--- src/rtl/blocpu_program_loader.sv ---
// blocpu_program_loader
// ---------------------
// Receives a framed byte stream from a host link, packs it into instruction
// words, writes them into the core's instruction memory while the core is
// held in reset, then releases and runs the core until it halts (or until
// the optional run-phase limit expires) and reports the run statistics.
//
// Frame: N_hi, N_lo (16-bit word count, big-endian), then N words of BPW
// bytes each, big-endian. N == 0 reruns the program already in memory.
//
// Ports
//   in_clock, in_reset            clock (rising edge), async active-high reset
//   in_byte, in_byte_valid        stream byte and its qualifier
//   out_byte_ready                loader accepts a byte this cycle
//   out_instruction[_address]     instruction write data / address
//   out_instruction_write         one-cycle write strobe
//   out_core_reset, out_core_run  core reset request / run request (level)
//   in_core_running               core status, dropped when the core halts
//   out_busy, out_done            frame in progress / last run finished
//   out_timeout, out_overflow     last run timed out / frame exceeded depth
//   out_cycle_count               RUN cycles of the last run (saturating)
//   out_words_loaded              words actually written by the last frame
module blocpu_program_loader #(
    parameter int INSTR_WIDTH    = 12,
    parameter int ADDR_WIDTH     = 16,
    parameter int COUNT_WIDTH    = 32,
    parameter int TIMEOUT_CYCLES = 0
) (
    input  logic                   in_clock,
    input  logic                   in_reset,
    input  logic [7:0]             in_byte,
    input  logic                   in_byte_valid,
    output logic                   out_byte_ready,
    output logic [INSTR_WIDTH-1:0] out_instruction,
    output logic [ADDR_WIDTH-1:0]  out_instruction_address,
    output logic                   out_instruction_write,
    output logic                   out_core_reset,
    output logic                   out_core_run,
    input  logic                   in_core_running,
    output logic                   out_busy,
    output logic                   out_done,
    output logic                   out_timeout,
    output logic                   out_overflow,
    output logic [COUNT_WIDTH-1:0] out_cycle_count,
    output logic [16:0]            out_words_loaded
);

    localparam int BPW = (INSTR_WIDTH + 7) / 8;
    localparam int SHW = BPW * 8;
    localparam int BIW = (BPW > 1) ? $clog2(BPW) : 1;

    typedef enum logic [2:0] {
        S_IDLE, S_LEN_LO, S_DATA, S_WRITE, S_RELEASE, S_ARM, S_RUN, S_DONE
    } state_t;

    state_t                 state_q, state_d;
    logic [15:0]            len_q, len_d;
    logic [16:0]            wcnt_q, wcnt_d;     // words processed in this frame
    logic [BIW-1:0]         bidx_q, bidx_d;
    logic [SHW-1:0]         shift_q, shift_d;
    logic [INSTR_WIDTH-1:0] instr_q, instr_d;
    logic [ADDR_WIDTH-1:0]  addr_q, addr_d;
    logic                   write_q, write_d;
    logic                   ready_q, ready_d;
    logic                   core_reset_q, core_reset_d;
    logic                   run_q, run_d;
    logic                   busy_q, busy_d;
    logic                   done_q, done_d;
    logic                   timeout_q, timeout_d;
    logic                   overflow_q, overflow_d;
    logic [COUNT_WIDTH-1:0] cycle_q, cycle_d;
    logic [16:0]            words_q, words_d;

    logic                   take_s;
    logic                   in_range_s;
    logic [15:0]            len_full_s;
    logic [SHW-1:0]         shift_next_s;
    logic                   to_hit_s;

    assign take_s       = in_byte_valid & ready_q;
    // Words whose index is at or beyond the memory depth are consumed but never written.
    assign in_range_s   = ((wcnt_q >> ADDR_WIDTH) == 17'd0);
    assign len_full_s   = {len_q[15:8], in_byte};
    assign shift_next_s = (shift_q << 8) | SHW'(in_byte);
    assign to_hit_s     = (TIMEOUT_CYCLES != 0) &&
                          (cycle_q == COUNT_WIDTH'(TIMEOUT_CYCLES - 1));

    // Next-state and datapath computation.
    always_comb begin
        state_d    = state_q;
        len_d      = len_q;
        wcnt_d     = wcnt_q;
        bidx_d     = bidx_q;
        shift_d    = shift_q;
        instr_d    = instr_q;
        addr_d     = addr_q;
        write_d    = 1'b0;
        timeout_d  = timeout_q;
        overflow_d = overflow_q;
        cycle_d    = cycle_q;
        words_d    = words_q;
        case (state_q)
            S_IDLE, S_DONE: begin
                // First byte of a frame: N_hi; flags of the previous frame clear here.
                if (take_s) begin
                    len_d      = {in_byte, 8'h00};
                    timeout_d  = 1'b0;
                    overflow_d = 1'b0;
                    words_d    = 17'd0;
                    state_d    = S_LEN_LO;
                end else begin
                    state_d = state_q;
                end
            end
            S_LEN_LO: begin
                if (take_s) begin
                    len_d  = len_full_s;
                    wcnt_d = 17'd0;
                    bidx_d = {BIW{1'b0}};
                    if (len_full_s == 16'd0) begin
                        state_d = S_RELEASE;
                    end else begin
                        state_d = S_DATA;
                    end
                end else begin
                    state_d = S_LEN_LO;
                end
            end
            S_DATA: begin
                if (take_s) begin
                    shift_d = shift_next_s;
                    if (bidx_q == BIW'(BPW - 1)) begin
                        // Upper bits of the first byte fall off here.
                        bidx_d  = {BIW{1'b0}};
                        instr_d = shift_next_s[INSTR_WIDTH-1:0];
                        addr_d  = wcnt_q[ADDR_WIDTH-1:0];
                        write_d = in_range_s;
                        state_d = S_WRITE;
                    end else begin
                        bidx_d = bidx_q + BIW'(1);
                    end
                end else begin
                    state_d = S_DATA;
                end
            end
            S_WRITE: begin
                wcnt_d = wcnt_q + 17'd1;
                if (write_q) begin
                    words_d = words_q + 17'd1;
                end else begin
                    overflow_d = 1'b1;
                end
                if ((wcnt_q + 17'd1) == {1'b0, len_q}) begin
                    state_d = S_RELEASE;
                end else begin
                    state_d = S_DATA;
                end
            end
            S_RELEASE: begin
                cycle_d = {COUNT_WIDTH{1'b0}};
                state_d = S_ARM;
            end
            S_ARM: begin
                if (in_core_running) begin
                    state_d = S_RUN;
                end else begin
                    state_d = S_ARM;
                end
            end
            S_RUN: begin
                // The cycle that observes the halt is counted as a RUN cycle.
                if (cycle_q != {COUNT_WIDTH{1'b1}}) begin
                    cycle_d = cycle_q + COUNT_WIDTH'(1);
                end else begin
                    cycle_d = cycle_q;
                end
                if (!in_core_running) begin
                    state_d = S_DONE;
                end else if (to_hit_s) begin
                    timeout_d = 1'b1;
                    state_d   = S_DONE;
                end else begin
                    state_d = S_RUN;
                end
            end
            default: begin
                state_d = S_IDLE;
            end
        endcase
    end

    // Control outputs decoded from the next state so they register in step with it.
    always_comb begin
        ready_d      = 1'b0;
        core_reset_d = 1'b1;
        run_d        = 1'b0;
        busy_d       = 1'b1;
        done_d       = 1'b0;
        case (state_d)
            S_IDLE:    begin ready_d = 1'b1; busy_d = 1'b0; end
            S_LEN_LO:  begin ready_d = 1'b1; end
            S_DATA:    begin ready_d = 1'b1; end
            S_WRITE:   begin ready_d = 1'b0; end
            S_RELEASE: begin core_reset_d = 1'b0; end
            S_ARM:     begin core_reset_d = 1'b0; run_d = 1'b1; end
            S_RUN:     begin core_reset_d = 1'b0; run_d = 1'b1; end
            S_DONE:    begin ready_d = 1'b1; busy_d = 1'b0; done_d = 1'b1; end
            default:   begin ready_d = 1'b0; end
        endcase
    end

    // State and output registers.
    always_ff @(posedge in_clock or posedge in_reset) begin
        if (in_reset) begin
            state_q      <= S_IDLE;
            len_q        <= 16'd0;
            wcnt_q       <= 17'd0;
            bidx_q       <= {BIW{1'b0}};
            shift_q      <= {SHW{1'b0}};
            instr_q      <= {INSTR_WIDTH{1'b0}};
            addr_q       <= {ADDR_WIDTH{1'b0}};
            write_q      <= 1'b0;
            ready_q      <= 1'b1;
            core_reset_q <= 1'b1;
            run_q        <= 1'b0;
            busy_q       <= 1'b0;
            done_q       <= 1'b0;
            timeout_q    <= 1'b0;
            overflow_q   <= 1'b0;
            cycle_q      <= {COUNT_WIDTH{1'b0}};
            words_q      <= 17'd0;
        end else begin
            state_q      <= state_d;
            len_q        <= len_d;
            wcnt_q       <= wcnt_d;
            bidx_q       <= bidx_d;
            shift_q      <= shift_d;
            instr_q      <= instr_d;
            addr_q       <= addr_d;
            write_q      <= write_d;
            ready_q      <= ready_d;
            core_reset_q <= core_reset_d;
            run_q        <= run_d;
            busy_q       <= busy_d;
            done_q       <= done_d;
            timeout_q    <= timeout_d;
            overflow_q   <= overflow_d;
            cycle_q      <= cycle_d;
            words_q      <= words_d;
        end
    end

    assign out_byte_ready          = ready_q;
    assign out_instruction         = instr_q;
    assign out_instruction_address = addr_q;
    assign out_instruction_write   = write_q;
    assign out_core_reset          = core_reset_q;
    assign out_core_run            = run_q;
    assign out_busy                = busy_q;
    assign out_done                = done_q;
    assign out_timeout             = timeout_q;
    assign out_overflow            = overflow_q;
    assign out_cycle_count         = cycle_q;
    assign out_words_loaded        = words_q;

endmodule

--- config.mk ---
export PLATFORM = sky130hd
export DESIGN_NAME = blocpu_program_loader
export DESIGN_NICKNAME = d
export VERILOG_FILES = /design/src/rtl/blocpu_program_loader.sv
export SDC_FILE = /design/constraint.sdc
export NUM_CORES = 1
export LEC_CHECK = 0
export ABC_AREA = 1
export ABC_CLOCK_PERIOD_IN_PS = 8500
export CORE_MARGIN = 3
export CORE_UTILIZATION = 59
export DETAILED_ROUTE_END_ITERATION = 10
export PLACE_DENSITY = 0.95
export SLEW_MARGIN = 10
export SYNTH_ARGS = -nofsm -noshare
export SYNTH_HDL_FRONTEND = slang
export SYNTH_SLANG_ARGS = --single-unit
--- constraint.sdc ---
create_clock -name in_clock -period 8.5 [get_ports in_clock]
set_input_delay 1.7 -clock in_clock [delete_from_list [all_inputs] [get_ports in_clock]]
set_output_delay 1.7 -clock in_clock [all_outputs]
set_load 0.005 [all_outputs]
==> results of run 1 <==
[layer usage]
metal	vias to the layer above	routed length (um)
li1	2853	-
met2	421	8480
met5	-	0
met4	0	684
met1	3017	7150
met3	80	1810
[stage by stage]
step                      total power (uW)  hold WS (ns)  std cells
after floorplan                       1310         0.426        807
after global placement                1560         0.448       1024
after detailed placement              1600         0.444       1024
after CTS                             2340         0.453       1056
after global routing                  2480         0.465       1056
final                                 2360         0.454       1056
[worst reg2reg max path, delay by kind of cell (launching register included)]
kind | cells | cell delay, ns
buffers and inverters | 2 | 0.55
AO/OA/AOI/OAI | 3 | 0.61
AND/OR/NAND/NOR | 6 | 1.26
flip-flops | 1 | 0.42
[cells in the mapped netlist, types with 2 or more instances]
cell type | count | share of area
nand2_1 | 197 | 0.12
a21oi_1 | 36 | 0.028
xor2_1 | 10 | 0.014
nor2_2 | 13 | 0.013
and3_1 | 3 | 0.0030
inv_1 | 107 | 0.063
nor3_1 | 17 | 0.013
o22ai_1 | 13 | 0.013
nand2_2 | 9 | 0.0089
dfrtp_1 | 123 | 0.48
o21a_1 | 3 | 0.0035
o21ai_1 | 2 | 0.0016
nor2_1 | 49 | 0.029
nor3_2 | 2 | 0.0032
nor4_2 | 2 | 0.0039
nor2_4 | 4 | 0.0071
dfstp_2 | 2 | 0.0083
buf_2 | 2 | 0.0016
clkinv_1 | 2 | 0.0012
clkbuf_1 | 13 | 0.0077
nand3_1 | 68 | 0.054
nor3b_1 | 2 | 0.0024
o21ai_0 | 73 | 0.057
ha_1 | 3 | 0.0059
nand4_1 | 24 | 0.024
o31ai_1 | 3 | 0.0035
nor4_1 | 8 | 0.0079
inv_2 | 4 | 0.0024
xnor2_1 | 2 | 0.0028
[cells by family after synthesis]
logic type,Yosys count,share of synthesized area
AND/OR/NAND/NOR,402,0.291
AO/OA/AOI/OAI,134,0.113
buffers and inverters,129,0.0772
flip-flops,125,0.493
XOR/XNOR,13,0.0201
adder cells (fa/ha/maj),3,0.00591
other,1,0.000590
[cell type report]
cell class / count / share of cell area
Tap cell: 136 / 0.0212
Clock inverter: 10 / 0.0140
Clock buffer: 22 / 0.0590
Inverter: 113 / 0.0532
Timing Repair Buffer: 97 / 0.120
Multi-Input combinational cell: 553 / 0.342
Sequential cell: 125 / 0.390
[sequential cells by signal, indices dropped and copies added (netlist names)]
register / cells
out_cycle_count: 32
out_words_loaded: 17
wcnt_q: 17
len_q: 16
out_instruction_address: 16
out_instruction: 12
shift_q: 4
state_q: 3
bidx_q: 1
out_busy: 1
out_byte_ready: 1
out_core_reset: 1
out_core_run: 1
out_done: 1
out_instruction_write: 1
out_overflow: 1
[placed cells by master, fill, tap and decap left out, types with 5 or more instances in the layout]
master and count:
a21oi_1 36, clkbuf_16 16, clkbuf_8 5, clkdlybuf4s50_1 95, clkinvlp_4 5, dfrtp_1 123, inv_1 106, nand2_1 197
nand2_2 9, nand3_1 67, nand4_1 24, nor2_1 49, nor2_2 13, nor3_1 17, nor4_1 8, o21ai_0 73
o22ai_1 13, xor2_1 10
[power breakdown]
part	internal (uW)	leakage (uW)	switching, uW
sequential	747	0.00168	121
combinational	292	0.00158	485
clock	447	0.000275	272
total	1490	0.00354	878
[final timing paths]
path | from | to | slack, ns
min in group asynchronous | in_reset | len_q[4]$_DFFE_PP0P_ | 1.59
max reg2reg | state_q[1]$_DFF_PP0_ | out_words_loaded[9]$_DFFE_PP0P_ | 5.55
min reg2reg | wcnt_q[16]$_DFFE_PP0P_ | out_instruction_write$_DFF_PP0_ | 0.45
max in group asynchronous | in_reset | out_words_loaded[16]$_DFFE_PP0P_ | 5.54
min | wcnt_q[16]$_DFFE_PP0P_ | out_instruction_write$_DFF_PP0_ | 0.45
max | in_byte_valid | out_byte_ready$_DFF_PP1_ | 4.78
==> impl_metrics.yaml, run 1 <==
flow_run:
  cap_violations: 0
worst_setup_path:
  cpMostUsedCell: "inv_1"
  crit_path_max_fanout: 55
  critPathMaxStageDelay_ns: 0.73
  crit_required_ns: 8.96
  crit_buf_inv: 3
  cp_cell_sequence: "clkdlybuf4s50_1 -> nand2_1 -> inv_1 -> nand3_2 -> o2111ai_1 -> o21ai_0 -> inv_1 -> nand2_2 -> a21oi_1"
  crit_path_end_kind: "flop"
  crit_type: "input port to flop"
  reg2regPathDepth: 11
  critPathTopFamily: "simple AND/OR/NAND/NOR gates"
  crit_cells: 9
  arrival_ns: 4.18
  cp_slowest_cell: "nand3_2"
  cp-start-kind: "input port"
routing:
  vias: 6371
  viasPerCell: 6.03
  drc: 0
  wl_per_cell_um: 17.2
  dr.pass1.iters: 6
  ant_nets: 0
  drt-initial-drc-count: 905
  wl_um: 18100
yosys:
  synth-warning-count: 0
  async_reset_ff_frac: 1.00
  synthCells: 807
  syn_area_per_cell_um2: 7.87
  ys.flop_type: "dfrtp_1"
  syn_area_um2: 6350
  ys_ff_latch: 125
  synth_fp_nets: 822
  yosysUniqueCellTypes: 40
  synth_edf_count: 0
  seq_area_frac_synth: 0.493
global_route:
  met2_usage: 0.484
  busiest_layer: "met2"
  grt_usage: 0.314
  grtUsageMet1: 0.420
  gr-usage-met3: 0.0734
  grt_pass1_wl_um: 29300
  gr-total-overflow: 0
  antenna_found_initial: 0
  grt_max_degree: 77
  grt_pass1_vias: 6076
placed_design:
  gp_congestion: 0.943
  port_buffers: 95
  post-dp-hpwl_um: 11800
  pre_cts_ws_ns: 4.43
  placed_area_um2: 7430
final_layout:
  antenna_cells: 0
  area_growth_pct: 26.2
  design_area_um2: 8020
  finish.utilization: 0.770
  layout-drive-gt1-share: 0.0804
  regArea_um2: 3130
  fin_nets: 922
  multi_input_area_um2: 2740
  fillers: 691
cts:
  clkLatencyLatePin_ns: 0.54
  cts.clk_slew.worst_paths_ns: 0.06
  cts_max_path_buffers: 2
  root_buffer: "clkbuf_8"
  holdBufCountCts: 0
  cts-resized-gates: 0
  cts-buffers-inserted: 17
  cts_tree: "yes"
  clock_sinks: 125
  postCtsSetupRepairBufs: 0
  htreeDepth: 4
timing:
  finalHoldViolCount: 0
  tns_ns: 0
  fin_skew_ns: 0.00865
  rsz0062_at_grt: "false"
  tightest_slew_ns: 0.946
  finalMaxSlewViolations: 0
  setup_viol: 0
  relSlewSlack: 0.369
  min_period_ns: 3.72
  finalWorstSetupSlack_ns: 4.78
  timing.final.crit_share: 0.438
  fmax_ghz: 0.269
floorplan:
  start_util: 0.610
  die-area_um2: 12100
  die_w_um: 110
  core_um2: 10400
  pin_count: 97
  die_h_um: 110
  core.rowCount: 37
power:
  peakVddDrop_mv: 0.203
  p_leak_uw: 0.00354
  p_per_area_nw_per_um2: 295
status:
  status: "complete, no violations"
min_path:
  min_path_type: "flop to flop"
  whs_path_depth: 1
Note: power is estimated with default switching activity, not from simulation.
==> inputs of run 2 (changes only) <==
Settings changed: ABC_CLOCK_PERIOD_IN_PS 8500 to 3000, CORE_UTILIZATION 59 to 49, PLACE_DENSITY 0.95 to 0.87.
Clock period 8.5 ns to 3 ns, I/O delays scaled along.
==> impl_metrics.yaml, run 2 (synthesized netlist as in run 1, its figures left out) <==
status:
  status: "complete, no violations"
final_layout:
  antenna_cells: 0
  layout-drive-gt1-share: 0.0904
  design_area_um2: 8210
  layout_commonest_cell: "nand2_1"
  final_cell_mix: "nand2_1 (197), dfrtp_1 (123), inv_1 (106)"
  largest_register_ffs: 32
  fillers: 942
  area_growth_pct: 29.2
  fin_nets: 931
cts:
  holdBufCountCts: 0
  cts-buffers-inserted: 17
  cts.clk_slew.worst_paths_ns: 0.06
  clkLatencyLatePin_ns: 0.42
  cts_max_path_buffers: 2
  root_buffer: "clkbuf_16"
  postCtsSetupRepairBufs: 0
  cts_tree: "yes"
  htreeDepth: 4
  cts-resized-gates: 0
  clock_sinks: 125
routing:
  wl_per_cell_um: 15.7
  viasPerCell: 5.55
  wl_um: 17200
  drt-initial-drc-count: 669
  vias: 6087
  ant_nets: 0
  drc: 0
  dr.pass1.iters: 6
worst_setup_path:
  timing.rr.end: "out_core_run$_DFF_PP0_"
  arrival_ns: 2.84
  cp-start-kind: "flop"
  crit_type: "flop to flop"
  reg2reg_from: "wcnt_q[0]$_DFFE_PP0P_"
  r2r_slack_ns: 0.51
  reg2regPathDepth: 17
  crit_path_end_kind: "flop"
  crit_path_max_fanout: 7
  crit_start: "wcnt_q[0]$_DFFE_PP0P_"
  crit_required_ns: 3.36
global_route:
  grt_pass1_wl_um: 28400
  grt_max_degree: 39
  grt_usage: 0.248
  antenna_found_initial: 0
  grt_pass1_vias: 5844
  gr-total-overflow: 0
placed_design:
  placed_area_um2: 7570
  gp_congestion: 0.919
  port_buffers: 95
  post-dp-hpwl_um: 12400
power:
  internal_power_uw: 4460
  p_switching_uw: 2430
  p_leak_uw: 0.00362
  clock_power_share: 0.324
  p_per_area_nw_per_um2: 839
  peakVddDrop_mv: 0.535
  netSwitchingFraction: 0.353
  comb_power_share: 0.318
  pwr-share-seq: 0.358
timing:
  timing.final.crit_share: 0.829
  finalMaxSlewViolations: 0
  min_period_ns: 2.49
  rsz0062_at_grt: "false"
  setup_viol: 0
  tightest_slew_ns: 0.614
  relSlewSlack: 0.590
  fin_skew_ns: 0.00715
  finalHoldViolCount: 0
  fmax_ghz: 0.402
  tns_ns: 0
floorplan:
  die_h_um: 120
  core.rowCount: 40
  start_util: 0.514
  die_w_um: 120
  pin_count: 97
  die-area_um2: 14400
  core_um2: 12400
flow_run:
  cap_violations: 0
min_path:
  min-delay-start: "wcnt_q[16]$_DFFE_PP0P_"
  whs_path_depth: 1
  holdPathEnd: "out_instruction_write$_DFF_PP0_"
  min_path_type: "flop to flop"
-- run 2: cell count changes in the layout (fill, tap and decap cells not counted), moves of 2 or more --
cell,delta
buf_12,+2
clkbuf_8,-5
clkinv_4,+3
buf_4,+7
bufinv_16,+3
-- run 2: power groups by stage --
stage	sequential [uW]	clock, uW	combinational (uW)
floorplan	2400	0	1300
global placement	2470	0	2120
detailed placement	2470	0	2120
CTS	2450	2260	2170
global route	2520	2340	2440
finish	2470	2240	2190
-- run 2: per-stage QoR --
step | power, uW | utilization | setup WS [ns] | cells | hold slack, ns
2_1_floorplan | 3700 | - | 0.862 | 807 | 0.426
3_3_place_gp | 4590 | 0.612 | 0.573 | 1065 | 0.465
3_5_place_dp | 4600 | 0.612 | 0.508 | 1065 | 0.476
4_1_cts | 6880 | 0.664 | 0.622 | 1097 | 0.472
5_1_grt | 7290 | 0.664 | 0.370 | 1097 | 0.497
6_report | 6890 | 0.664 | 0.514 | 1097 | 0.475
-- run 2: worst max-delay path by stage --
stage | endpoint | depth (start not counted)
final | out_core_run$_DFF_PP0_ | 17
after global routing | out_core_run$_DFF_PP0_ | 17
after CTS | out_core_run$_DFF_PP0_ | 17
after detailed placement | out_core_run$_DFF_PP0_ | 10
after global placement | out_busy$_DFF_PP0_ | 9
after floorplan | bidx_q$_DFFE_PP0P_ | 1
-- run 2: area by class of cell --
class / instances / area [um2] / area share
tap: 168 / 210 / 0.0256
sequential: 125 / 3130 / 0.381
clock buffer: 17 / 425 / 0.0518
clock inverter: 15 / 221 / 0.0270
timing repair buffer: 106 / 1060 / 0.129
multi-input combinational: 553 / 2740 / 0.333
inverter: 113 / 428 / 0.0521
-- run 2: per-layer routing --
layer	GRT usage	wire length, um
met5	0	0
met2	0.371	7540
met3	0.0768	1660
met1	0.339	7530
met4	0.0966	482
-- run 2: worst max-delay path, cell delays in order, from the launching register on --
cell and delay, ns:
dfrtp_1 0.43, ha_1 0.33, nand2_2 0.13, nor2_4 0.24
nand2_2 0.11, nor2_2 0.13, nand3_1 0.08, nand2_1 0.10
nand2_1 0.06, nor2_1 0.11, nand2_1 0.08, nor2_2 0.11
nand2_1 0.07, nand2_2 0.08, nand3_2 0.09, nand2_2 0.10
nand2_2 0.07, nor2_2 0.07
==> inputs of run 3 (changes only) <==
Settings changed: ABC_CLOCK_PERIOD_IN_PS 3000 to 2000.
Clock period 3 ns to 2 ns, I/O delays scaled along.
==> impl_metrics.yaml, run 3 (synthesized netlist as in run 1, its figures left out) <==
placed_design:
  post-dp-hpwl_um: 12900
  port_buffers: 95
  gp_congestion: 0.956
  place_inst: 1130
cts:
  cts_tree: "yes"
  cts.clk_slew.worst_paths_ns: 0.06
  root_buffer: "clkbuf_16"
  clkLatencyLatePin_ns: 0.42
  holdBufCountCts: 0
  clock_sinks: 125
  htreeDepth: 4
  cts-buffers-inserted: 17
  cts_max_path_buffers: 2
global_route:
  gr-total-overflow: 0
  antenna_found_initial: 0
  grt_max_degree: 47
  grt_pass1_vias: 6154
  grt_pass1_wl_um: 29900
  grt_usage: 0.261
final_layout:
  finish.utilization: 0.741
  finalNonFillerCells: 1183
  area_growth_pct: 44.1
  largest_register_ffs: 32
  layout_commonest_cell: "nand2_1"
  final_cell_mix: "nand2_1 (181), dfrtp_1 (119), inv_1 (101)"
  fin_nets: 1018
  antenna_cells: 0
  layout-drive-gt1-share: 0.229
power:
  p_per_area_nw_per_um2: 1170
  peakVddDrop_mv: 0.839
  power_uw: 10700
  p_leak_uw: 0.00419
routing:
  wl_per_cell_um: 17.0
  drt-initial-drc-count: 770
  wl_um: 20100
  drc: 0
  dr.pass1.iters: 8
  viasPerCell: 5.63
  vias: 6659
  ant_nets: 0
status:
  violations: "setup timing"
  status: "finished, violations left"
timing:
  tns_ns: -0.877
  min_period_ns: 2.18
  finalWorstSetupSlack_ns: -0.177
  fmax_ghz: 0.459
  finalMaxSlewViolations: 0
  fin_skew_ns: 0.0121
  setup_viol: 11
  rsz0062_at_grt: "true"
  timing.final.crit_share: 1.09
  finalHoldViolCount: 0
worst_setup_path:
  critPathTopFamily: "simple AND/OR/NAND/NOR gates"
  crit_path_max_fanout: 6
  crit_required_ns: 2.35
  arrival_ns: 2.53
  cp_cell_sequence: "ha_4 -> nand2_4 -> nor2_4 -> nand2_2 -> nand2_2 -> nand2_2 -> nand2_1 -> nand2_2 -> nor2_1 -> nand3_1 -> nor2_2 -> nand2_1 -> nand2_2 -> nand3_2 -> nand2_2 -> nand2_2 -> nor2_2"
  critPathMaxStageDelay_ns: 0.39
  crit_path_end_kind: "flop"
  cp-start-kind: "flop"
  crit_buf_inv: 0
  crit_type: "flop to flop"
  cp_slowest_cell: "dfrtp_1"
  cpMostUsedCell: "nand2_2"
floorplan:
  start_util: 0.514
  die_w_um: 120
  pin_count: 97
  die-area_um2: 14400
  core.rowCount: 40
  die_h_um: 120
  core_um2: 12400
flow_run:
  cap_violations: 0
min_path:
  min_path_type: "input port to asynchronous set/reset pin"
## run 3: changes by cell type in the layout (fill, tap and decap cells not counted), sizes merged
cell / previous run / this run
buf: 11 / 98
clkbuf: 17 / 22
bufinv: 5 / 1
clkinvlp: 5 / 1
clkinv: 8 / 10
## run 3: path summary, 6_finish.rpt
| path | start | endpoint | slack [ns] | depth (start not counted) |
|---|---|---|---|---|
| worst min-delay path | in_reset | out_instruction[3]$_DFFE_PP0P_ | 0.35 | 2 |
| worst max register to register | wcnt_q[1]$_DFFE_PP0P_ | out_core_run$_DFF_PP0_ | -0.18 | 17 |
| worst min register to register | out_instruction_address[7]$_DFFE_PP0P_ | out_instruction_address[7]$_DFFE_PP0P_ | 0.48 | 2 |
| max in group asynchronous | in_reset | out_core_reset$_DFF_PP1_ | 1.04 | 3 |
| worst max-delay path | wcnt_q[1]$_DFFE_PP0P_ | out_core_run$_DFF_PP0_ | -0.18 | 17 |
| min in group in_clock | out_instruction_address[7]$_DFFE_PP0P_ | out_instruction_address[7]$_DFFE_PP0P_ | 0.48 | 2 |
## run 3: area by class of cell
class | count | area [um2]
Tap cell | 168 | 210
Inverter | 113 | 433
Sequential cell | 125 | 3140
Timing Repair Buffer | 193 | 1750
Fill cell | 860 | 3200
Clock buffer | 22 | 464
Multi-Input combinational cell | 553 | 3100
Clock inverter | 9 | 70.1
## run 3: per-stage QoR
step                      instance area, um2  hold WS, ns  setup slack [ns]
after floorplan                         6360        0.426            0.0623
after CTS                               8740        0.360            -0.117
after global routing                    9160        0.385            -0.282
after detailed placement                8090        0.469            -0.304
after global placement                  8090        0.465            -0.205
final                                   9160        0.350            -0.177
## run 3: repair_timing
item,4_1_cts,5_1_grt
pin swaps,8,36
endpoints found under the setup margin,15,36
gates resized for setup,13,83
setup buffers,7,17
## run 3: metal layers
metal,part of all wire,routed length (um),track usage
met3,0.088,1770,0.0707
met1,0.40,7960,0.345
met4,0.032,650,0.107
met2,0.48,9670,0.408
met5,0,0,0
## run 3: where the power goes
part           total [uW]  internal [uW]  switching, uW
Combinational        4130           1850           2280
Clock                2830           1740           1080
Sequential           3720           3200            519
Total               10700           6790           3880
